===== src/rtl/rmt_pkg.sv =====
// Shared definitions for the deparser-side ingress stages: the FSM state
// encoding and the width of one packet-FIFO entry.
package rmt_pkg;

    // Common state encoding used by every deparser stage FSM.
    typedef enum logic [1:0] {
        IDLE = 2'd0,
        PASS = 2'd1,
        DROP = 2'd2
    } state_t;

    // One FIFO entry is {tdata, tuser, tkeep, tlast}.
    function automatic int fifo_entry_width(input int dw, input int uw);
        return dw + uw + dw / 8 + 1;
    endfunction

    localparam int C_DEF_DATA_WIDTH  = 512;
    localparam int C_DEF_TUSER_WIDTH = 128;
    localparam int C_FIFO_ENTRY_W    = fifo_entry_width(C_DEF_DATA_WIDTH, C_DEF_TUSER_WIDTH);

endpackage


===== src/rtl/pkt_admit_ctrl_sat_counter.sv =====
// Saturating event counter: holds at all-ones instead of wrapping.
module sat_counter #(
    parameter int WIDTH = 32
) (
    input  logic             i_clk,
    input  logic             i_reset,
    input  logic             i_inc,
    output logic [WIDTH-1:0] o_count
);

    logic [WIDTH-1:0] r_count;

    // Count increment events, stopping at the maximum value.
    always_ff @(posedge i_clk) begin
        if (i_reset) begin
            r_count <= '0;
        end else if (i_inc && (r_count != {WIDTH{1'b1}})) begin
            r_count <= r_count + WIDTH'(1);
        end
    end

    assign o_count = r_count;

endmodule


===== src/rtl/pkt_admit_ctrl.sv =====
// Ingress admission stage in front of the deparser packet FIFO.
// Decides admit/drop per packet at its first beat from FIFO occupancy,
// writes admitted packets (truncating over-long ones), sinks dropped ones,
// and keeps saturating packet/drop/truncate statistics.
//
// Handshake: an input beat transfers on a rising edge where
// s_axis_tvalid and s_axis_tready are both 1; tready never depends on
// tvalid. The FIFO side has no back-pressure input: pkt_fifo_wr_en is a
// write strobe and pkt_fifo_nearly_full leaves room for one in-flight write.
module pkt_admit_ctrl
    import rmt_pkg::*;
#(
    parameter int C_AXIS_DATA_WIDTH  = 512,
    parameter int C_AXIS_TUSER_WIDTH = 128,
    parameter int C_MAX_SEGS         = 32,
    parameter int C_CNT_WIDTH        = 32
) (
    input  logic                                  axis_clk,
    input  logic                                  reset,
    input  logic [C_AXIS_DATA_WIDTH-1:0]          s_axis_tdata,
    input  logic [C_AXIS_DATA_WIDTH/8-1:0]        s_axis_tkeep,
    input  logic [C_AXIS_TUSER_WIDTH-1:0]         s_axis_tuser,
    input  logic                                  s_axis_tlast,
    input  logic                                  s_axis_tvalid,
    output logic                                  s_axis_tready,
    output logic [fifo_entry_width(C_AXIS_DATA_WIDTH, C_AXIS_TUSER_WIDTH)-1:0] pkt_fifo_din,
    output logic                                  pkt_fifo_wr_en,
    input  logic                                  pkt_fifo_nearly_full,
    output logic                                  admit_pulse,
    output logic                                  drop_pulse,
    output logic [C_CNT_WIDTH-1:0]                pkt_cnt,
    output logic [C_CNT_WIDTH-1:0]                drop_cnt,
    output logic [C_CNT_WIDTH-1:0]                trunc_cnt,
    output logic [1:0]                            o_dbg_state
);

    localparam int EW = fifo_entry_width(C_AXIS_DATA_WIDTH, C_AXIS_TUSER_WIDTH);
    localparam int BW = $clog2(C_MAX_SEGS + 1);

    state_t          r_state;
    state_t          w_next_state;
    logic [BW-1:0]   r_beat_cnt;
    logic [BW-1:0]   w_beat_idx;

    logic            w_tready;
    logic            w_fire;
    logic            w_write;
    logic            w_trunc;
    logic            w_admit;
    logic            w_drop;

    logic            r_wr_en;
    logic [EW-1:0]   r_din;
    logic            r_admit_pulse;
    logic            r_drop_pulse;
    logic            r_trunc_pulse;

    // State register; reset abandons any packet in progress.
    always_ff @(posedge axis_clk) begin
        if (reset) begin
            r_state <= IDLE;
        end else begin
            r_state <= w_next_state;
        end
    end

    // Next-state: decide at SOP, leave a packet on tlast, truncate into DROP.
    always_comb begin
        w_next_state = r_state;
        case (r_state)
            IDLE: begin
                if (w_fire) begin
                    if (s_axis_tlast)              w_next_state = IDLE;
                    else if (pkt_fifo_nearly_full) w_next_state = DROP;
                    else if (w_trunc)              w_next_state = DROP;
                    else                           w_next_state = PASS;
                end
            end
            PASS: begin
                if (w_fire) begin
                    if (s_axis_tlast)              w_next_state = IDLE;
                    else if (w_trunc)              w_next_state = DROP;
                end
            end
            DROP: begin
                if (w_fire && s_axis_tlast)        w_next_state = IDLE;
            end
            default: w_next_state = IDLE;
        endcase
    end

    // Outputs of the FSM: ready, write/decision strobes and truncation.
    always_comb begin
        w_tready = 1'b0;
        w_fire   = 1'b0;
        w_write  = 1'b0;
        w_admit  = 1'b0;
        w_drop   = 1'b0;
        w_trunc  = 1'b0;
        case (r_state)
            IDLE:    w_tready = 1'b1;
            PASS:    w_tready = ~pkt_fifo_nearly_full;
            DROP:    w_tready = 1'b1;
            default: w_tready = 1'b0;
        endcase
        if (reset) begin
            w_tready = 1'b0;
        end
        w_fire  = s_axis_tvalid & w_tready;
        w_admit = w_fire & (r_state == IDLE) & ~pkt_fifo_nearly_full;
        w_drop  = w_fire & (r_state == IDLE) &  pkt_fifo_nearly_full;
        w_write = w_admit | (w_fire & (r_state == PASS));
        w_trunc = w_write & ~s_axis_tlast & (w_beat_idx == BW'(C_MAX_SEGS - 1));
    end

    // Index of the beat currently on the bus within its packet.
    assign w_beat_idx = (r_state == IDLE) ? '0 : r_beat_cnt;

    // Beat counter: restarts at SOP, advances in PASS, frozen in DROP.
    always_ff @(posedge axis_clk) begin
        if (reset) begin
            r_beat_cnt <= '0;
        end else if (w_fire) begin
            if (r_state == IDLE) begin
                r_beat_cnt <= BW'(1);
            end else if ((r_state == PASS) && !w_trunc) begin
                r_beat_cnt <= r_beat_cnt + BW'(1);
            end
        end
    end

    // Registered write path and decision pulses, one cycle after acceptance.
    always_ff @(posedge axis_clk) begin
        if (reset) begin
            r_wr_en       <= 1'b0;
            r_din         <= '0;
            r_admit_pulse <= 1'b0;
            r_drop_pulse  <= 1'b0;
            r_trunc_pulse <= 1'b0;
        end else begin
            r_wr_en       <= w_write;
            r_admit_pulse <= w_admit;
            r_drop_pulse  <= w_drop;
            r_trunc_pulse <= w_trunc;
            if (w_write) begin
                r_din <= {s_axis_tdata, s_axis_tuser, s_axis_tkeep, s_axis_tlast | w_trunc};
            end
        end
    end

    sat_counter #(.WIDTH(C_CNT_WIDTH)) u_pkt_cnt (
        .i_clk   (axis_clk),
        .i_reset (reset),
        .i_inc   (r_admit_pulse),
        .o_count (pkt_cnt)
    );

    sat_counter #(.WIDTH(C_CNT_WIDTH)) u_drop_cnt (
        .i_clk   (axis_clk),
        .i_reset (reset),
        .i_inc   (r_drop_pulse),
        .o_count (drop_cnt)
    );

    sat_counter #(.WIDTH(C_CNT_WIDTH)) u_trunc_cnt (
        .i_clk   (axis_clk),
        .i_reset (reset),
        .i_inc   (r_trunc_pulse),
        .o_count (trunc_cnt)
    );

    assign s_axis_tready  = w_tready;
    assign pkt_fifo_wr_en = r_wr_en;
    assign pkt_fifo_din   = r_din;
    assign admit_pulse    = r_admit_pulse;
    assign drop_pulse     = r_drop_pulse;
    assign o_dbg_state    = r_state;

endmodule


===== config.mk =====
export PLATFORM = sky130hd
export DESIGN_NAME = pkt_admit_ctrl
export DESIGN_NICKNAME = d
export VERILOG_FILES = /design/src/rtl/rmt_pkg.sv /design/src/rtl/pkt_admit_ctrl_sat_counter.sv /design/src/rtl/pkt_admit_ctrl.sv
export SDC_FILE = /design/constraint.sdc
export NUM_CORES = 2
export LEC_CHECK = 0
export ABC_AREA = 1
export BUFFER_PORTS_ARGS = -buffer_cell sky130_fd_sc_hd__buf_2
export CAP_MARGIN = 40
export CORE_AREA = 2 2 599 601
export DETAILED_ROUTE_END_ITERATION = 12
export DIE_AREA = 0 0 601 603
export PLACE_DENSITY = 0.33
export SLEW_MARGIN = 20
export SYNTH_ARGS = -nofsm -noshare
export SYNTH_HDL_FRONTEND = slang
export SYNTH_SLANG_ARGS = --single-unit
export TNS_END_PERCENT = 5

===== constraint.sdc =====
create_clock -name axis_clk -period 1.6 [get_ports axis_clk]
set_input_delay 0.08 -clock axis_clk [delete_from_list [all_inputs] [get_ports axis_clk]]
set_output_delay 0.08 -clock axis_clk [all_outputs]
set_load 0.05 [all_outputs]

# == After elaboration in Yosys (flattened, before gate mapping) ==
# Cells that the tools add are included.
# totals
register_bits,813
output_inout_bits,807
word_cells,60
# classes
n_addsub,4
eq_ne,10
mux,14
n_bitwise,11
reduce_logical,11
# op_table
op,n
$add A32 B1 Y32 const B,3
$ne A32 B32 Y1 const B,3
$mux W6,3
$mux W2,8
$and A1 B1 Y1,7
$add A6 B1 Y6 const B,1
$eq A6 B5 Y1 const B,1
$ne A2 B2 Y1 const B,3
$pmux W2 S3,1
$logic_and A1 B1 Y1,5
$reduce_and A4 Y1,1
$ne A3 B3 Y1 const B,1
$eq A2 B1 Y1 const B,1
$eq A2 B2 Y1 const B,1
$logic_not A2 Y1,1
$not A1 Y1,2
$or A1 B1 Y1,2
$pmux W1 S2,1
$reduce_and A2 Y1,1
$reduce_bool A2 Y1,1
$reduce_or A2 Y1,1
$logic_not A1 Y1,1
$mux W1,1

# == Longest topological paths before layout ==
# depth
word_depth,15
depth_mapped,12
ltp_nobuf,12

# == Hierarchy ==
# A second synthesis with hierarchy kept.
# unflattened
cells_unflattened,4117
hier_area_um2,30803.3
# modules_own_cells
mod,instances,cells_each,area_each_um2,seq_area_each_um2
pkt_admit_ctrl,1,3145,24617.4,14353.8
sat_counter,3,324,2062.0,640.6

# == Worst setup path before layout ==
# Ideal clock, no wire load.
# synth_path
path_type,register to register
from,reg r_state[0] (netlist: o_dbg_state[0])
to,reg r_din[113] (netlist: pkt_fifo_din[113])
setup_ps,116
arrival_ps,2109
required_time_ps,1484
slack_ps,-625
path_stages_with_launch,12
path_buffers,3
period_less_slack_ps,2225
cell_sequence,dfxtp_1 -> nand2_1 -> nand2_1 -> nor2_2 -> nand3_2 -> nand2_4 -> inv_2 -> buf_6 -> buf_6 -> buf_2 -> nor2_1 -> nor2_1
# synth_via
elab_chain_cells,8
# synth_rtl
item,line,source
"start, declared",pkt_admit_ctrl.sv:40,state_t r_state;
"start signal, assigned",pkt_admit_ctrl.sv:63,r_state <= w_next_state;
$eq A2 B2 Y1 / $logic_not A2 Y1 (equally long branches),pkt_admit_ctrl.sv:100,case (r_state)
$reduce_or A2 Y1 (no source line),--,
$pmux W1 S2 (*),pkt_admit_ctrl.sv:100,
$mux W1 (*),pkt_admit_ctrl.sv:106,if (reset) begin
via s_axis_tready,pkt_admit_ctrl.sv:25,"output logic s_axis_tready,"
$and A1 B1 Y1 (*),pkt_admit_ctrl.sv:109,w_fire = s_axis_tvalid & w_tready;
$and A1 B1 Y1 (2 in series),pkt_admit_ctrl.sv:110,w_admit = w_fire & (r_state == IDLE) & ~pkt_fifo_nearly_full;
$or A1 B1 Y1 (*),pkt_admit_ctrl.sv:112,w_write = w_admit | (w_fire & (r_state == PASS));
"end signal, assigned",pkt_admit_ctrl.sv:146,"r_din <= {s_axis_tdata, s_axis_tuser, s_axis_tkeep, s_axis_tlast | w_trunc};"
"end, declared",pkt_admit_ctrl.sv:53,logic [EW-1:0] r_din;
# The timed path passes the listed nets; every way through them passes the cells marked *.
# A chain may end at the register's enable or synchronous reset.

# == Worst setup path after layout ==
# layout_path
from,reg r_state[1] (netlist: o_dbg_state[1])
to,reg r_din[174] (netlist: pkt_fifo_din[174])
# layout_via
elab_chain_cells,8
# layout_rtl
item,line
$eq A2 B2 Y1 / $logic_not A2 Y1 (equally long branches),"pkt_admit_ctrl.sv:100, pkt_admit_ctrl.sv:110"
$reduce_or A2 Y1 (no source line),--
$pmux W1 S2,pkt_admit_ctrl.sv:100
$mux W1,pkt_admit_ctrl.sv:106
$and A1 B1 Y1,pkt_admit_ctrl.sv:109
$and A1 B1 Y1 (2 in series),pkt_admit_ctrl.sv:110
$or A1 B1 Y1 (*),pkt_admit_ctrl.sv:112
# Mark *: on every way between the ends. The rest lies on a longest branch, timed or not.

==> results.py <==
metrics = {
    "status": {
        "status": "complete, but fails checks",
        "failed_checks": "negative setup slack",
    },
    "job": {
        "drv_cap": 0,
    },
    "critical_path": {
        "crit_type": "flip-flop to flip-flop",
        "r2r_end": "pkt_fifo_din[174]",
        "startpoint": "o_dbg_state[1]",
        "path_max_fanout": 7,
        "required_ns": 2.44,
        "critical_path_buf_inv_count": 5,
        "end_kind": "flip-flop",
        "cpLargestDelayFamily": "buffers and inverters",
        "r2r_slack_ns": -0.39,
        "r2r_start": "o_dbg_state[1]",
        "cp_slowest_cell": "dfxtp_4",
        "max_stage_delay_ns": 0.37,
        "cp_cell_sequence": "nand2_4 > nand2_4 > nor2_4 > nand3_4 > nand2_8 > buf_12 > buf_16 > buf_16 > buf_12 > clkbuf_16 > o21ai_0 > nor2_1",
        "r2r_cells": 12,
        "start_kind": "flip-flop",
        "arrival_ns": 2.82,
    },
    "floorplanning": {
        "ios": 1516,
        "start_util_pct": 8.64,
        "die_h_um": 603,
        "core-area_um2": 355000,
        "num_rows": 219,
        "dieArea_um2": 362000,
        "fp.dieW_um": 601,
    },
    "grt": {
        "first_global_vias": 41700,
        "grt_first_pass_wirelength_um": 420000,
        "grtUsageTotal_pct": 17.3,
        "grt_max_degree": 155,
        "grt_antenna_before_repair": 232,
        "grt_overflow": 0,
    },
    "synth": {
        "yosysSeqAreaShare_pct": 53.0,
        "syn_inst": 4145,
        "synth_cell_type_count": 31,
        "ys_ff_latch": 813,
        "syn_area_per_cell_um2": 7.41,
        "synth.area.top_cells": "dfxtp_1 (53%), nor2_1 (19%), o21ai_0 (12%), nand2_1 (4.9%), clkbuf_1 (1.9%)",
        "async_flop_share_pct": 0,
        "ys_warn_count": 0,
        "synth_area_um2": 30700,
        "synth_top_cell_by_area": "dfxtp_1",
        "synthFlopType": "dfxtp_1",
        "synth_top_area_share_pct": 53.0,
        "synth_nets": 4858,
        "synth_edf_count": 0,
    },
    "drt": {
        "first_iter_violations": 2229,
        "ant_nets": 0,
        "drcViolationCount": 0,
        "vias": 41500,
        "drt-total-wl_um": 333000,
        "drt-wirelength-per-cell_um": 27.7,
        "drtPass1Iterations": 7,
        "vias_per_cell": 3.45,
    },
    "pwr": {
        "clkPwrFrac_pct": 43.1,
        "swShare_pct": 35.1,
        "pwr-share-seq_pct": 33.4,
        "power.leakage_nw": 29.4,
        "internal_power_mw": 43.3,
        "ir_drop_mv": 0.926,
        "cellPowerDensity_nw_per_um2": 1040,
        "power_switching_mw": 23.5,
        "combPwrFrac_pct": 23.5,
    },
    "timing": {
        "fin_crit_sh_pct": 124,
        "skew_ns": 0.0460,
        "rsz0062_at_grt": "yes",
        "clock.fmax_ghz": 0.503,
        "tightest_slew_ns": 1.11,
        "setup_violations": 1218,
        "slew_viol_final": 0,
        "hold_slack_ns": 0.0525,
        "min_period_ns": 1.99,
        "slew_headroom_pct": 25.8,
        "hold_viol_final": 0,
        "setup_ws_ns": -0.386,
    },
    "place": {
        "gp_congestion": 1.04,
        "dp_hpwl_um": 269000,
        "io_buffers": 1515,
        "dpl.cell_count": 10600,
    },
    "min_path": {
        "min_path_cells": 4,
        "worstHoldStart": "s_axis_tuser[83]",
        "hold-path-endpoint": "pkt_fifo_din[148]",
        "hold_path_class": "input port to flip-flop",
    },
    "clock_tree": {
        "htreeDepth": 3,
        "cts_tree": "yes",
        "cts_buffer_depth": 4,
        "clk_root_buffer_cell": "clkbuf_16",
        "clkSlewWorstSetupHoldPaths_ns": 0.06,
        "insertion_delay_ns": 0.87,
        "numCtsBuffers": 123,
        "cts_sinks": 813,
    },
    "finish": {
        "final_cells": 12000,
        "nets": 7798,
        "layout_common_cells": "buf_2 (1498), nor2_1 (1480), dlygate4sd3_1 (1025)",
        "layout_commonest_cell": "buf_2",
        "drive_above_1_share_pct": 34.7,
        "syn2layout_area_growth_pct": 110,
    },
}
[cells in the mapped netlist, types with 9 or more instances]
cell      number
a21oi_1       80
buf_2         36
buf_4         50
buf_6         16
clkbuf_1     158
dfxtp_1      813
inv_1         92
inv_2          9
nand2_1      404
nand3_1       47
nand3b_1      14
nand4_1       22
nor2_1      1577
nor3_1        31
o21ai_0      710
o21ai_1       16
xor2_1        33
[cells by family after synthesis]
kind of cell | after synthesis | share of synthesized area, %
compound gates | 814 | 13.3
flops | 813 | 53.0
simple gates | 2113 | 26.8
fa+ha+maj | 4 | 0.163
xor+xnor | 39 | 1.11
buf+inv | 362 | 5.57
[registers in the layout (all words and copies together), names as in the netlist]
| register | flops |
|---|---|
| pkt_fifo_wr_en | 1 |
| r_trunc_pulse | 1 |
| u_pkt_cnt.o_count | 32 |
| u_drop_cnt.o_count | 32 |
| drop_pulse | 1 |
| r_beat_cnt | 6 |
| u_trunc_cnt.o_count | 32 |
| pkt_fifo_din | 705 |
| admit_pulse | 1 |
| o_dbg_state | 2 |
[worst min-delay path: stages]
cell and delay (ns):
dlygate4sd3_1 0.52, buf_2 0.17, nor2_1 0.07, nor2_1 0.07
[worst max path at each step]
stage / endpoint / slack (ns) / cells after the start
final: pkt_fifo_din[174] / -0.39 / 12
after global routing: pkt_fifo_din[434] / -0.47 / 11
after CTS: pkt_fifo_din[140] / -0.38 / 12
after detailed placement: pkt_fifo_din[465] / -0.81 / 11
after global placement: pkt_fifo_din[448] / -0.83 / 11
after floorplan: pkt_fifo_din[100] / -0.23 / 11
[power groups by stage]
stage / sequential (mW) / combinational [mW] / clock [mW]
2_1_floorplan: 27.0 / 2.14 / 0
3_3_place_gp: 22.7 / 12.5 / 0
3_5_place_dp: 22.7 / 12.4 / 0
4_1_cts: 22.3 / 15.5 / 30.1
5_1_grt: 22.5 / 16.4 / 30.5
6_report: 22.3 / 15.7 / 28.8
[cell type report]
cell class / instances / area, um2
diodes: 82 / 205
fillers: 40400 / 291000
multi-input cells: 2970 / 13500
flip-flops and latches: 813 / 16400
repair buffers: 3076 / 23900
clock buffers: 174 / 3550
well taps: 4751 / 5940
inverters: 101 / 407
clock inverters: 50 / 579
[metal layers]
layer	part of all wire, %	global-route usage [%]
met4	3.3	4.51
met5	0.24	0
met1	40	20.0
met3	7.1	5.14
met2	49	30.9
[metrics by stage]
step	power (mW)	TNS [ns]	util, %	area (um2)	setup WS [ns]
2_1_floorplan	29.2	-176.96	-	30900	-0.233
3_3_place_gp	35.2	-272.34	13.2	46900	-0.826
3_5_place_dp	35.1	-270.29	13.2	46900	-0.810
4_1_cts	67.9	-337.47	17.7	62700	-0.385
5_1_grt	69.4	-352.72	18.1	64300	-0.472
6_report	66.8	-222.42	18.1	64400	-0.386
[timing repair]
item | 4_1_cts | 5_1_grt
gates resized for setup | 163 | 240
cloned | 21 | 30
pin swaps | 7 | 78
endpoints found under the setup margin | 1612 | 1588
hold buffers | 1025 | 0
endpoints found under the hold margin | 739 | 0
buffers inserted | 17 | 24
Power figures use the tool's default switching activity.
